File: src/rtl/bus_traffic_gen.sv
// Traffic generator: writes a deterministic pattern through a ready/valid master port,
// reads it back, and reports mismatch count, first failing address and timeout.
module bus_traffic_gen #(
  parameter int unsigned           ADDR_WIDTH     = 16,
  parameter int unsigned           DATA_WIDTH     = 8,
  parameter int unsigned           NUM_TXN        = 16,
  parameter logic [ADDR_WIDTH-1:0] BASE_ADDR      = '0,
  parameter int unsigned           ADDR_STRIDE    = 1,
  parameter logic [DATA_WIDTH-1:0] DATA_SEED      = DATA_WIDTH'(8'hA5),
  parameter int unsigned           TIMEOUT_CYCLES = 1024
) (
  input  logic                  i_clk,
  input  logic                  i_rst,
  input  logic                  i_start,
  output logic [DATA_WIDTH-1:0] o_d_wdata,
  input  logic [DATA_WIDTH-1:0] i_d_rdata,
  output logic [ADDR_WIDTH-1:0] o_d_addr,
  output logic                  o_d_valid,
  input  logic                  i_d_ready,
  output logic                  o_d_mode,
  output logic                  o_busy,
  output logic                  o_done,
  output logic                  o_pass,
  output logic [7:0]            o_err_count,
  output logic [ADDR_WIDTH-1:0] o_first_bad_addr,
  output logic                  o_timeout
);

  localparam int unsigned CntW = $clog2(TIMEOUT_CYCLES + 1);

  typedef enum logic [2:0] {StIdle, StWrReq, StWrWait, StRdReq, StRdWait, StDone} state_e;

  state_e                r_state, w_state_nxt;
  logic [7:0]            r_idx, w_idx_nxt;
  logic                  r_seen_busy, w_seen_busy_nxt;
  logic                  r_wait1, w_wait1_nxt;
  logic [CntW-1:0]       r_cyc, w_cyc_nxt;
  logic [ADDR_WIDTH-1:0] r_addr, w_addr_nxt;
  logic [DATA_WIDTH-1:0] r_wdata, w_wdata_nxt;
  logic                  r_mode, w_mode_nxt;
  logic                  r_busy, w_busy_nxt;
  logic                  r_done, w_done_nxt;
  logic                  r_pass, w_pass_nxt;
  logic [7:0]            r_err, w_err_nxt;
  logic [ADDR_WIDTH-1:0] r_fba, w_fba_nxt;
  logic                  r_timeout, w_timeout_nxt;

  logic                  w_txn_done;
  logic                  w_last;
  logic                  w_tmo;
  logic                  w_active;
  logic                  w_load;
  logic [DATA_WIDTH-1:0] w_exp_data;

  // Completion needs an observed busy phase, or falls back to the 2nd cycle after handshake.
  assign w_txn_done = i_d_ready & (r_seen_busy | r_wait1);
  assign w_last     = (r_idx == 8'(NUM_TXN - 1));
  assign w_tmo      = (r_cyc == CntW'(TIMEOUT_CYCLES - 1));
  assign w_active   = (r_state == StWrReq) || (r_state == StWrWait) ||
                      (r_state == StRdReq) || (r_state == StRdWait);
  assign w_exp_data = DATA_SEED + DATA_WIDTH'(r_idx);

  always_comb begin
    w_state_nxt     = r_state;
    w_idx_nxt       = r_idx;
    w_seen_busy_nxt = r_seen_busy;
    w_wait1_nxt     = r_wait1;
    w_cyc_nxt       = r_cyc;
    w_addr_nxt      = r_addr;
    w_wdata_nxt     = r_wdata;
    w_mode_nxt      = r_mode;
    w_busy_nxt      = r_busy;
    w_done_nxt      = r_done;
    w_pass_nxt      = r_pass;
    w_err_nxt       = r_err;
    w_fba_nxt       = r_fba;
    w_timeout_nxt   = r_timeout;
    w_load          = 1'b0;

    unique case (r_state)
      StIdle, StDone: begin
        if (i_start) begin
          w_state_nxt   = StWrReq;
          w_idx_nxt     = '0;
          w_busy_nxt    = 1'b1;
          w_done_nxt    = 1'b0;
          w_pass_nxt    = 1'b0;
          w_err_nxt     = '0;
          w_fba_nxt     = '0;
          w_timeout_nxt = 1'b0;
        end
      end
      StWrReq, StRdReq: begin
        w_cyc_nxt = r_cyc + CntW'(1);
        if (i_d_ready) begin
          w_state_nxt = (r_state == StWrReq) ? StWrWait : StRdWait;
          w_wait1_nxt = 1'b0;
        end
      end
      StWrWait: begin
        w_cyc_nxt       = r_cyc + CntW'(1);
        w_seen_busy_nxt = r_seen_busy | ~i_d_ready;
        w_wait1_nxt     = 1'b1;
        if (w_txn_done) begin
          w_idx_nxt   = w_last ? 8'd0 : r_idx + 8'd1;
          w_state_nxt = w_last ? StRdReq : StWrReq;
        end
      end
      StRdWait: begin
        w_cyc_nxt       = r_cyc + CntW'(1);
        w_seen_busy_nxt = r_seen_busy | ~i_d_ready;
        w_wait1_nxt     = 1'b1;
        if (w_txn_done) begin
          if (i_d_rdata != w_exp_data) begin
            if (r_err != 8'hFF) w_err_nxt = r_err + 8'd1;
            if (r_err == 8'd0)  w_fba_nxt = r_addr;
          end
          if (w_last) begin
            w_state_nxt = StDone;
            w_busy_nxt  = 1'b0;
            w_done_nxt  = 1'b1;
          end else begin
            w_idx_nxt   = r_idx + 8'd1;
            w_state_nxt = StRdReq;
          end
        end
      end
      default: w_state_nxt = StIdle;
    endcase

    if (w_active && w_tmo) begin
      w_state_nxt   = StDone;
      w_timeout_nxt = 1'b1;
      w_busy_nxt    = 1'b0;
      w_done_nxt    = 1'b1;
    end

    // Entering a request state latches the new address/data and restarts the per-txn trackers.
    w_load = (w_state_nxt != r_state) && ((w_state_nxt == StWrReq) || (w_state_nxt == StRdReq));
    if (w_load) begin
      w_cyc_nxt       = '0;
      w_seen_busy_nxt = 1'b0;
      w_wait1_nxt     = 1'b0;
      w_mode_nxt      = (w_state_nxt == StWrReq);
      w_addr_nxt      = BASE_ADDR + ADDR_WIDTH'(32'(w_idx_nxt) * ADDR_STRIDE);
      w_wdata_nxt     = (w_state_nxt == StWrReq) ? DATA_SEED + DATA_WIDTH'(w_idx_nxt) : '0;
    end

    if ((w_state_nxt == StDone) && (r_state != StDone)) begin
      w_pass_nxt = (w_err_nxt == 8'd0) && !w_timeout_nxt;
    end
  end

  always_ff @(posedge i_clk or posedge i_rst) begin
    if (i_rst) begin
      r_state     <= StIdle;
      r_idx       <= '0;
      r_seen_busy <= 1'b0;
      r_wait1     <= 1'b0;
      r_cyc       <= '0;
      r_addr      <= '0;
      r_wdata     <= '0;
      r_mode      <= 1'b0;
      r_busy      <= 1'b0;
      r_done      <= 1'b0;
      r_pass      <= 1'b0;
      r_err       <= '0;
      r_fba       <= '0;
      r_timeout   <= 1'b0;
    end else begin
      r_state     <= w_state_nxt;
      r_idx       <= w_idx_nxt;
      r_seen_busy <= w_seen_busy_nxt;
      r_wait1     <= w_wait1_nxt;
      r_cyc       <= w_cyc_nxt;
      r_addr      <= w_addr_nxt;
      r_wdata     <= w_wdata_nxt;
      r_mode      <= w_mode_nxt;
      r_busy      <= w_busy_nxt;
      r_done      <= w_done_nxt;
      r_pass      <= w_pass_nxt;
      r_err       <= w_err_nxt;
      r_fba       <= w_fba_nxt;
      r_timeout   <= w_timeout_nxt;
    end
  end

  assign o_d_valid        = (r_state == StWrReq) || (r_state == StRdReq);
  assign o_d_mode         = r_mode;
  assign o_d_addr         = r_addr;
  assign o_d_wdata        = r_wdata;
  assign o_busy           = r_busy;
  assign o_done           = r_done;
  assign o_pass           = r_pass;
  assign o_err_count      = r_err;
  assign o_first_bad_addr = r_fba;
  assign o_timeout        = r_timeout;

endmodule

File: config.mk
export PLATFORM = sky130hd
export DESIGN_NAME = bus_traffic_gen
export DESIGN_NICKNAME = d
export VERILOG_FILES = /design/src/rtl/bus_traffic_gen.sv
export SDC_FILE = /design/constraint.sdc
export NUM_CORES = 1
export LEC_CHECK = 0
export CORE_MARGIN = 3
export CORE_UTILIZATION = 44
export DETAILED_ROUTE_END_ITERATION = 8
export GPL_ROUTABILITY_DRIVEN = 1
export PLACE_DENSITY = 0.69
export REMOVE_ABC_BUFFERS = 1
export SLEW_MARGIN = 20
export SYNTH_ARGS = -nofsm -noshare
export SYNTH_HDL_FRONTEND = slang
export SYNTH_SLANG_ARGS = --single-unit
File: constraint.sdc
create_clock -name i_clk -period 3.8 [get_ports i_clk]
set_input_delay 0.95 -clock i_clk [delete_from_list [all_inputs] [get_ports i_clk]]
set_output_delay 0.95 -clock i_clk [all_outputs]
set_load 0.03 [all_outputs]
Word-level counts from Yosys, hierarchy flattened
Index checks and enable logic that the tools add are counted.

operators by class
  $add $sub $neg = 5
  multiplexer cells = 48
  eq/ne operators = 22
  reduce and logical (&&, ||, !) cells = 28
  bitwise logic cells = 4

operators with widths
  cell                                                               number
  8-bit 2-to-1 mux                                                   10
  16-bit 2-to-1 mux                                                  4
  16-bit one-hot mux with 2 select lines                             1
  8-bit one-hot mux with 3 select lines                              1
  11-bit 2-to-1 mux                                                  2
  3-bit 2-to-1 mux                                                   7
  1-bit 2-to-1 mux                                                   17
  8-bit by 1-bit adder with 8-bit output, second input constant      2
  8-bit adder, first input constant                                  2
  8-bit zero test                                                    2
  8-bit one-hot mux with 2 select lines                              1
  3-bit one-hot mux with 4 select lines                              1
  11-bit by 1-bit adder with 11-bit output, second input constant    1
  11-bit by 10-bit == test with 1-bit output, second input constant  1
  2-bit nonzero test                                                 5
  3-bit by 2-bit == test with 1-bit output, second input constant    3
  3-bit == test, second input constant                               3
  3-bit != test, second input constant                               3
  8-bit by 4-bit == test with 1-bit output, second input constant    1
  8-bit != test                                                      1
  8-bit != test, second input constant                               1
  3-bit by 1-bit == test with 1-bit output, second input constant    2
  3-bit by 2-bit != test with 1-bit output, second input constant    2
  1-bit one-hot mux with 2 select lines                              3
  other kinds (17)                                                   31

storage, ports and cells
  output and inout bits = 54
  flip-flop bits (word level) = 69
  word-level logic and storage cells = 121

Logic depth before layout (Yosys ltp)
  depth in word-level cells = 11
  mapped depth = 15
  mapped depth without buffers = 14

Worst setup path before layout
OpenSTA, ideal clock, no wires.

  path kind = reg2reg
  start = reg r_idx[0]
  end = reg r_wdata[6] (netlist: o_d_wdata[6])
  buffers on the path = 1
  data arrival time = 3.164 ns
  path slack = 0.540 ns
  clock period less this slack = 3.260 ns
  data required time = 3.705 ns
  stages on the path, launching flop included = 15
  cells stage by stage = dfrtp_1 ha_1 buf_2 nor3b_1 and2_1 inv_1 ha_1 o22a_1 o32ai_1 ha_1 o21ai_1 nor2b_1 nor2_1 xor2_1 o31ai_1

on the way
  elaborated cells between the ends (all ways) = 21
  classes of those cells = 2 x add/sub; 4 x eq/ne; 13 x mux; 2 x reduce/logical

RTL lines
  what                                                                                                       line          RTL
  from (decl)                                                                                                34            logic [7:0] r_idx, w_idx_nxt;
  from (signal assigned)                                                                                     172           r_idx <= w_idx_nxt;
  8-bit by 1-bit adder with 8-bit output / 8-bit by 4-bit == test with 1-bit output (equally long branches)  105, 123, 57
  8-bit 2-to-1 mux, on equally long branches                                                                 118, 105
  8-bit 2-to-1 mux, on equally long branches                                                                 113, 104
  8-bit one-hot mux with 3 select lines *                                                                    80            unique case (r_state)
  via w_idx_nxt[0]                                                                                           34
  8-bit adder *                                                                                              146           w_wdata_nxt = (w_state_nxt == StWrReq) ? DATA_SEED + DATA_WIDTH'(w_idx_nxt) : '0;
  8-bit 2-to-1 mux *                                                                                         146
  to (signal assigned)                                                                                       177           r_wdata <= w_wdata_nxt;
  to (decl)                                                                                                  39            logic [DATA_WIDTH-1:0] r_wdata, w_wdata_nxt;

Mark *: on every way through the listed nets, which the timed path passes. The rest lies on a longest branch.
A chain may end at the register's enable or synchronous reset.

Worst setup path after layout
Ends and elaborated chain as after synthesis.

==> metrics <==
Avg Cell Area, Syn just under 9 um^2; cts hold-fix bufs 0; Port Buf Inserts roughly 50; period utilisation layout between 90 and 100%; Critical Path Start Type register; layout cell share with drive strength beyond 1 between 10% and 20%; HP Start o_first_bad_addr[7]; sw power 0.00121 W; Synth Flop Type dfrtp_1; global route hottest layer met2; post-synth design cell area between 3000 and 4000 um^2; DR WL/cell ~15 um; Post-Route WL between 8 and 9 mm; Max stage delay on crit path between 0.5 and 0.6 ns; clk root buf clkbuf_8; Reg2Reg Launch Point r_idx[0]; Arrival @ worst endpoint 3.77 ns; Via density between 5 and 6; clock power share a little over a fifth; hold_ws between 0.4 and 0.5 ns; Clock Tree Buf Depth 2; synth-to-layout area growth 20.0%; Syn Inst Count about 420; RSZ-0062 raised after global routing false; detailed-route DRC error count 0; Nets just under 500; number of max-cap violations 0; critical-path maximum fanout 9; DP HPWL ~6.3 mm; Crit. End Element register; switching share of power between 40 and 50%; Starting Density 46.7%; vias ~3200; H-tree lvl count 3; CTS clock-pin slew for the worst setup and hold paths approximately 0.08 ns; final max-slew violation count 0; antenna viol nets, final 0; Placer Congestion 0.862; Fin Setup TNS 0 ns; HP Class register to register; pwr dens between 600 and 700 nW/um^2; global-route wire length before repair around 15 mm; post_cts resized 0; ANT cells 0; Clk Latency, worst-skew pair around 0.34 ns; register area share after synthesis just over 40%; Ys Warns 0; leakage between 1.5 and 2 nW; Post-Layout Cell Count 579; core area ~8000 um^2; vias in the first global route approximately 3000; headroom to the max-slew limit just over 50%; clk sinks 61; asr flop ratio synth between 90% and 100%; count of different cell masters after synthesis 70; slowest CP cell dfrtp_1; DRT Pass-1 Iters 4; initial antenna violation count 0; Tot Pwr 0.00273 W; die outline height between 90 and 100 um; row count 32; Worst-Margin Slew approximately 0.7 ns; Die Area 9590 um^2; status finished, final reports clean; Worst setup startpoint r_idx[0]; Post-synth EDFFs 0; worst path cell trace ha_1 -> nor3b_1 -> and2_1 -> inv_1 -> ha_1 -> o22a_1 -> o32ai_1 -> buf_4 -> ha_1 -> o21ai_1 -> nor2b_1 -> nor2_1 -> xor2_1 -> o31ai_1; FF+latch count, synth 61; Data required, critical path about 4.1 ns; fmax 284 MHz; most used cell, CP ha_1; Worst IR Drop VDD approximately 0.47 mV; met1 Use GR approximately 25%; total gr overflow 0; Die W approximately 98 um; post-CTS setup buffer count 0; final core area utilization 56.0%; Tot GR Track Use roughly a fifth; worst setup path class register to register; Initial DRC Count around 150; global-route track usage on met2 between 20% and 30%; Tmin final 3.52 ns; Top-Level Pins 66; Final Hold Viols 0; reg-to-reg slack, setup ~0.28 ns; Internal roughly 0.0015 W; largest net degree at the start of global routing 33; Num CTS Buffers 9; CP bufs+invs 2; GR Layer Usage met3 between 4 and 5%; combinational share of power a little under half; Seq pwr share about 32%; crit-path leading delay family adder cells; CTS tree yes; Inst Count DP about 560; # setup viols final 0; Layout Skew roughly 0.016 ns
[through the flow]
step,instance area (um^2),setup WS (ns)
2_1_floorplan,3560,0.531
3_3_place_gp,4260,0.275
3_5_place_dp,4260,0.142
4_1_cts,4460,0.329
5_1_grt,4460,0.0141
6_report,4460,0.280
[cells by family (layout without fill, tap and decap cells)]
family / count (synthesis) / count (layout) / synth area share [%]
AOI/OAI and AO/OA: 106 / 106 / 20.2
xor gates and xnor gates: 20 / 20 / 4.71
adders and majority gates: 6 / 6 / 2.02
buffers and inverters: 51 / 95 / 7.80
DFF: 61 / 61 / 41.0
other: 1 / 16 / 0.101
and+or+nand+nor: 173 / 173 / 24.1
[power by group through the flow]
stage          clock [W]  combinational [W]  sequential (W)
2_1_floorplan          0           0.000774        0.000956
3_3_place_gp           0            0.00125        0.000891
3_5_place_dp           0            0.00127        0.000890
4_1_cts         0.000610            0.00127        0.000879
5_1_grt         0.000638            0.00140        0.000904
6_report        0.000591            0.00126        0.000880
[metal layers]
metal | part of all wire, % | wire [um]
met1 | 46 | 3920
met2 | 48 | 4070
met3 | 5.0 | 426
met4 | 1.7 | 142
met5 | 0 | 0
[final timing paths]
| path | to | depth (start not counted) |
|---|---|---|
| worst max-delay path | o_d_wdata[6] | 14 |
| worst min-delay path | o_first_bad_addr[7] | 2 |
| worst max register to register | o_d_wdata[6] | 14 |
| worst min register to register | o_first_bad_addr[7] | 2 |
| max in group asynchronous | o_err_count[2] | 3 |
| min in group asynchronous | o_d_addr[1] | 2 |
[Yosys cell counts (9+ instances only)]
cell / count / area, um^2
o21ai_0: 10 / 50.1
dfrtp_1: 61 / 1530
nand3_1: 12 / 60.1
xor2_1: 9 / 78.8
o21ai_1: 16 / 80.1
a21oi_1: 19 / 95.1
a21o_1: 9 / 67.6
nand2_1: 78 / 293
inv_1: 19 / 71.3
xnor2_1: 11 / 96.3
nor2_1: 18 / 67.6
buf_4: 18 / 135
[registers in the layout (all words and copies together), names as in the netlist, 3 cells and up]
| name | flops |
|---|---|
| r_cyc | 11 |
| o_d_addr | 8 |
| o_d_wdata | 8 |
| o_err_count | 8 |
| o_first_bad_addr | 8 |
| r_idx | 8 |
| r_state | 3 |
[layout make-up]
type / instances / area, um^2
Clock buffer: 9 / 124
Clock inverter: 7 / 77.6
Fill cell: 735 / 3500
Inverter: 21 / 78.8
Multi-Input combinational cell: 321 / 1960
Sequential cell: 61 / 1530
Tap cell: 102 / 128
Timing Repair Buffer: 58 / 571
[placed cells by master (no fill, tap or decap), types with 5 or more instances in the layout]
cell | Yosys | routed
conb_1 | 1 | 16
dfrtp_1 | 61 | 61
nand3_1 | 12 | 12
a21oi_1 | 19 | 19
nand2_1 | 78 | 78
clkbuf_8 | 0 | 9
or3_1 | 7 | 7
o21ai_1 | 16 | 16
buf_4 | 18 | 8
xnor2_1 | 11 | 11
a21o_1 | 9 | 9
o31ai_1 | 7 | 7
o21ai_0 | 10 | 10
xor2_1 | 9 | 9
ha_1 | 6 | 6
clkdlybuf4s50_1 | 0 | 49
nor2_1 | 18 | 18
nand3b_1 | 5 | 5
a31oi_1 | 5 | 5
inv_1 | 19 | 18
nor3_1 | 8 | 8
and3_1 | 8 | 8
nand4_1 | 5 | 5
[worst min-delay path, cell delays in order (launching register included)]
cell     delay, ns
dfrtp_1       0.34
nand2_1       0.05
o21ai_1       0.06
Power figures use the tool's default switching activity.
